<file path="src/rtl/queue_ctrl_if.sv">
// queue_ctrl_if: sensor, teller-load, wait-time ROM and status signals of the bank queue controller
interface queue_ctrl_if;
    logic       back_sensor;
    logic       front_sensor;
    logic [1:0] tcount_in;
    logic       tcount_load;
    logic [4:0] wtime_rom;
    logic [4:0] index_rom;
    logic [2:0] pcount;
    logic [1:0] tcount;
    logic [4:0] wtime;
    logic       full;
    logic       empty;
    logic       arr_drop;
    logic       dep_err;
    modport master (
        output back_sensor, front_sensor, tcount_in, tcount_load, wtime_rom,
        input  index_rom, pcount, tcount, wtime, full, empty, arr_drop, dep_err
    );
    modport slave (
        input  back_sensor, front_sensor, tcount_in, tcount_load, wtime_rom,
        output index_rom, pcount, tcount, wtime, full, empty, arr_drop, dep_err
    );
endinterface

</file>
<file path="src/rtl/queue_ctrl.sv">
// queue_ctrl: debounces queue entry/exit photocells, tracks queued people and tellers, registers ROM wait time
module queue_ctrl #(
    parameter int         DEB_CYCLES = 4,
    parameter logic [1:0] TCOUNT_RST = 2'd1
) (
    input logic         clk,
    input logic         rst,
    queue_ctrl_if.slave q
);
    // bit 0 = back (arrival) sensor, bit 1 = front (departure) sensor
    logic [1:0]      s1, s2, deb, hist;
    logic [1:0][7:0] cnt;
    logic [2:0]      pcount;
    logic [1:0]      tcount;
    logic [4:0]      wtime;
    logic            arr_drop, dep_err, arr, dep;
    always_ff @(posedge clk or posedge rst) begin
        if (rst) begin
            s1   <= '0;
            s2   <= '0;
            deb  <= '0;
            hist <= '0;
            cnt  <= '0;
        end else begin
            s1   <= {q.front_sensor, q.back_sensor};
            s2   <= s1;
            hist <= deb;
            for (int j = 0; j < 2; j++)
                if (s2[j] == deb[j]) cnt[j] <= '0;
                else if (cnt[j] == 8'(DEB_CYCLES - 1)) begin
                    deb[j] <= s2[j];
                    cnt[j] <= '0;
                end else cnt[j] <= cnt[j] + 8'd1;
        end
    end
    // a person is counted once the beam clears, i.e. on the debounced falling edge
    assign arr = hist[0] & ~deb[0];
    assign dep = hist[1] & ~deb[1];
    always_ff @(posedge clk or posedge rst) begin
        if (rst) begin
            pcount   <= '0;
            tcount   <= TCOUNT_RST;
            wtime    <= '0;
            arr_drop <= 1'b0;
            dep_err  <= 1'b0;
        end else begin
            arr_drop <= arr & ~dep & (pcount == 3'd7);
            dep_err  <= dep & ~arr & (pcount == 3'd0);
            if (arr && !dep && pcount != 3'd7) pcount <= pcount + 3'd1;
            else if (dep && !arr && pcount != 3'd0) pcount <= pcount - 3'd1;
            if (q.tcount_load && q.tcount_in != 2'd0) tcount <= q.tcount_in;
            wtime <= q.wtime_rom;
        end
    end
    assign q.index_rom = {tcount, pcount};
    assign q.pcount    = pcount;
    assign q.tcount    = tcount;
    assign q.wtime     = wtime;
    assign q.full      = pcount == 3'd7;
    assign q.empty     = pcount == 3'd0;
    assign q.arr_drop  = arr_drop;
    assign q.dep_err   = dep_err;
endmodule

</file>
<file path="src/flat_wrapper.sv">
// flat-port wrapper written by rule: the top's interface ports become plain ports
module queue_ctrl_flat 
#(
    parameter int         DEB_CYCLES = 4,
    parameter logic [1:0] TCOUNT_RST = 2'd1
)
  (clk, rst, q_back_sensor, q_front_sensor, q_tcount_in, q_tcount_load, q_wtime_rom, q_index_rom, q_pcount, q_tcount, q_wtime, q_full, q_empty, q_arr_drop, q_dep_err);
  queue_ctrl_if q_i ();
  input logic clk;
  input logic rst;
  input wire logic [$bits(q_i.back_sensor)-1:0] q_back_sensor;
  input wire logic [$bits(q_i.front_sensor)-1:0] q_front_sensor;
  input wire logic [$bits(q_i.tcount_in)-1:0] q_tcount_in;
  input wire logic [$bits(q_i.tcount_load)-1:0] q_tcount_load;
  input wire logic [$bits(q_i.wtime_rom)-1:0] q_wtime_rom;
  output wire logic [$bits(q_i.index_rom)-1:0] q_index_rom;
  output wire logic [$bits(q_i.pcount)-1:0] q_pcount;
  output wire logic [$bits(q_i.tcount)-1:0] q_tcount;
  output wire logic [$bits(q_i.wtime)-1:0] q_wtime;
  output wire logic [$bits(q_i.full)-1:0] q_full;
  output wire logic [$bits(q_i.empty)-1:0] q_empty;
  output wire logic [$bits(q_i.arr_drop)-1:0] q_arr_drop;
  output wire logic [$bits(q_i.dep_err)-1:0] q_dep_err;
  assign q_i.back_sensor = q_back_sensor;
  assign q_i.front_sensor = q_front_sensor;
  assign q_i.tcount_in = q_tcount_in;
  assign q_i.tcount_load = q_tcount_load;
  assign q_i.wtime_rom = q_wtime_rom;
  assign q_index_rom = q_i.index_rom;
  assign q_pcount = q_i.pcount;
  assign q_tcount = q_i.tcount;
  assign q_wtime = q_i.wtime;
  assign q_full = q_i.full;
  assign q_empty = q_i.empty;
  assign q_arr_drop = q_i.arr_drop;
  assign q_dep_err = q_i.dep_err;
  queue_ctrl #(.DEB_CYCLES(DEB_CYCLES), .TCOUNT_RST(TCOUNT_RST)) u_core (.clk(clk), .rst(rst), .q(q_i));
endmodule
</file>
<file path="config.mk">
export PLATFORM = sky130hd
export DESIGN_NAME = queue_ctrl_flat
export DESIGN_NICKNAME = d
export VERILOG_FILES = /design/src/rtl/queue_ctrl_if.sv /design/src/rtl/queue_ctrl.sv /design/src/flat_wrapper.sv
export SDC_FILE = /design/constraint.sdc
export NUM_CORES = 1
export LEC_CHECK = 0
export CORE_UTILIZATION = 45
export DETAILED_ROUTE_END_ITERATION = 16
export PLACE_DENSITY = 0.81
export RECOVER_POWER = 50
export SETUP_SLACK_MARGIN = 0.3
export SLEW_MARGIN = 20
export SYNTH_ARGS = -nofsm -noshare
export SYNTH_HDL_FRONTEND = slang
export SYNTH_SLANG_ARGS = --single-unit
</file>
<file path="constraint.sdc">
create_clock -name clk -period 4.9 [get_ports clk]
set_clock_uncertainty 0.15 [all_clocks]
set_input_delay 0.49 -clock clk [delete_from_list [all_inputs] [get_ports clk]]
set_output_delay 0.49 -clock clk [all_outputs]
set_load 0.01 [all_outputs]
</file>
==> flow_summary_export.csv <==
group,metric,value,unit
min_path,hp-class,"reg -> reg",
die,die-area,3760,sq um
global_routing,use_met1,20.8,%
placement,port_buffers,30,
die,rows,21,
die,die_h,61.3,microns
sta,rsz0062_at_grt,"no",
clock_tree,cts_buffer_depth,2,
global_routing,grt_use_met2,27.3,%
sta,slew_headroom,-22.8,%
synth,synth_fa_ha_area_share,2.85,%
sta,finalHoldViolations,0,
global_routing,antenna_found_initial,0,
status,violations,"capacitance limit, slew limit",
worst_setup_path,critPathKind,"in -> async",
final_layout,postLayoutCoreUtil,57.7,%
clock_tree,cts_buffers,5,
placement,dp_slack,2.67,ns
global_routing,grt-busiest-layer,"met2",
die,initial_utilization,47.1,%
synth,synth-seq-cells,36,
routing,drt_iter0_drc,45,
final_layout,num_antenna_cells,0,
synth,syn_inst,144,
synth,synthXorXnorAreaFrac,6.64,%
global_routing,grtUsageMet3,6.51,%
synth,synthMuxAreaShare,1.42,%
sta,max_freq,0.407,GHz
synth,synth_area_leaders,"dfrtp_1 55%, nor2_1 3.8%, nand2_1 3.3%",
global_routing,overflow,0,
status,status,"finished, violations left",
synth,ys_top_cells_by_count,"35 x dfrtp_1, 16 x nor2_1, 14 x nand2_1",
routing,vias,1121,
synth,synth_nets,159,
final_layout,drive_above_1_share,9.14,%
final_layout,final_area,1940,sq um
synth,synth-compound-area-share,7.67,%
final_layout,fillCellCount,318,
die,pin_count,31,
clock_tree,cts_tree,"done",
worst_setup_path,cp-start-kind,"input port",
synth,netlist_area,1580,sq um
worst_setup_path,cp-end-kind,"async pin",
final_layout,nNetsFinal,189,
sta,finalCritPeriodShare,50.1,%
sta,setup_viol,0,
routing,ant_nets,0,
synth,synth_top_area_share,55.3,%
synth,synth_top_family_by_area,"simple AND/OR/NAND/NOR gates",
global_routing,grtUsageTotal,17.1,%
global_routing,grt_max_degree,37,
die,core_area,3360,sq um
routing,drtPass1Iterations,4,
worst_setup_path,critical_path_arrival,2.40,ns
global_routing,grt_pass1_vias,1035,
clock_tree,hold_buffers,0,
synth,seq_area_frac_synth,57.0,%
global_routing,grt_first_pass_wirelength,4560,microns
clock_tree,clkTransAtPathRegs,0.11,ns
synth,synth.most_common_cell,"dfrtp_1",
clock_tree,clock-sinks,36,
sta,setup-tns-final,0,ns
synth,synth_edf_count,0,
routing,drt_wl_total,2710,microns
placement,dpl_cell_area,1890,sq um
synth,yosys.area_share.simple,19.2,%
clock_tree,clkLatencyLatePin,0.33,ns
sta,maxSlewViolCount,37,
placement,hpwl,1960,microns
pwr,irDropWorstVdd,0.249,mV
sta,min_period,2.46,ns
pwr,leakage,0.856,nW
pwr,power.total,0.966,mW
pwr,power_density,498,nW/um^2
worst_setup_path,crit_fanout,36,
clock_tree,cts_setup_buffers,0,
synth,yosysWarnings,0,
clock_tree,cts_root_buffer,"clkbuf_4",
sta,setup_ws,2.44,ns
routing,route.detailed.drc,0,
final_layout,syn_to_final_growth,22.6,%
worst_setup_path,cp.required,4.85,ns
placement,gp_congestion,0.816,
routing,wire_per_inst,12.3,microns
synth,synth_top_area_cell,"dfrtp_1",
clock_tree,post_cts_resized,0,
synth,synth_area_per_cell,11.0,sq um
die,die_w,61.3,microns
synth,synthFlopType,"dfrtp_1",
sta,tightest_slew,1.84,ns
synth,async_reset_ff_share,100,%
job,max-cap-violations,1,
routing,via_per_inst,5.07,
clock_tree,h-tree-depth,2,
synth,ys_types,36,
## power breakdown
part | internal (mW) | total [mW] | switching, mW
Combinational | 0.203 | 0.384 | 0.181
Sequential | 0.354 | 0.430 | 0.0758
Clock | 0.0551 | 0.153 | 0.0977
Total | 0.612 | 0.966 | 0.355
## per-stage QoR
| stage | hold slack, ns | instances |
|---|---|---|
| after floorplan | 0.181 | 144 |
| after global placement | 0.182 | 213 |
| after detailed placement | 0.185 | 213 |
| after CTS | 0.211 | 221 |
| after global routing | 0.221 | 221 |
| final | 0.210 | 221 |
## layout make-up
| cell class | instances | area [sq um] | share of cell area [%] |
|---|---|---|---|
| Sequential cell | 36 | 902 | 46.5 |
| Clock buffer | 5 | 37.5 | 1.93 |
| Timing Repair Buffer | 31 | 304 | 15.7 |
| Clock inverter | 3 | 18.8 | 0.967 |
| Inverter | 6 | 22.5 | 1.16 |
| Tap cell | 46 | 57.6 | 2.97 |
| Multi-Input combinational cell | 94 | 598 | 30.8 |
## flip-flops by register name, summed over array words and instances (netlist names)
name and flops:
u_core.s1 2, u_core.q.wtime 5, u_core.q.arr_drop 1, u_core.q.tcount 2, u_core.cnt 16, u_core.q.dep_err 1
u_core.s2 2, u_core.q.pcount 3, u_core.hist 2, u_core.deb 2
## critical path, stage by stage
cell           delay (ns)
dlygate4sd3_1        0.53
inv_1                0.06
clkbuf_1             1.32
## layout by cell type, fill, tap and decap left out, types with 6 or more instances in the layout
cell,instances
dfrtp_1,35
clkdlybuf4s50_1,21
nor2_1,16
nand2_1,14
dlygate4sd3_1,9
nand3_1,8
nor3_1,7
inv_1,6
xnor2_1,6
xor2_1,6
## layer usage
metal | part of all wire, % | wire length (microns)
met3 | 4.9 | 134
met4 | 0.92 | 25
met5 | 0 | 0
met2 | 51 | 1380
met1 | 43 | 1160
## path summary, 6_finish.rpt
check	start	endpoint	slack, ns	cells past startpoint
max	rst	u_core.hist[0]	2.44	3
min	u_core.s1[1]	u_core.s2[1]	0.21	0
max reg2reg	u_core.deb[0]	u_core.q.pcount[1]	2.60	7
min reg2reg	u_core.s1[1]	u_core.s2[1]	0.21	0
max in group clk	u_core.q.pcount[1]	q_full	2.53	3
min in group asynchronous	rst	u_core.hist[1]	1.10	3
## cell families after synthesis
logic type,Yosys count
xor gates and xnor gates,12
adders and majority gates,3
buffers and inverters,14
muxes,2
and+or+nand+nor,60
DFF,36
AOI/OAI and AO/OA,17
(Power assumes the default switching activity.)
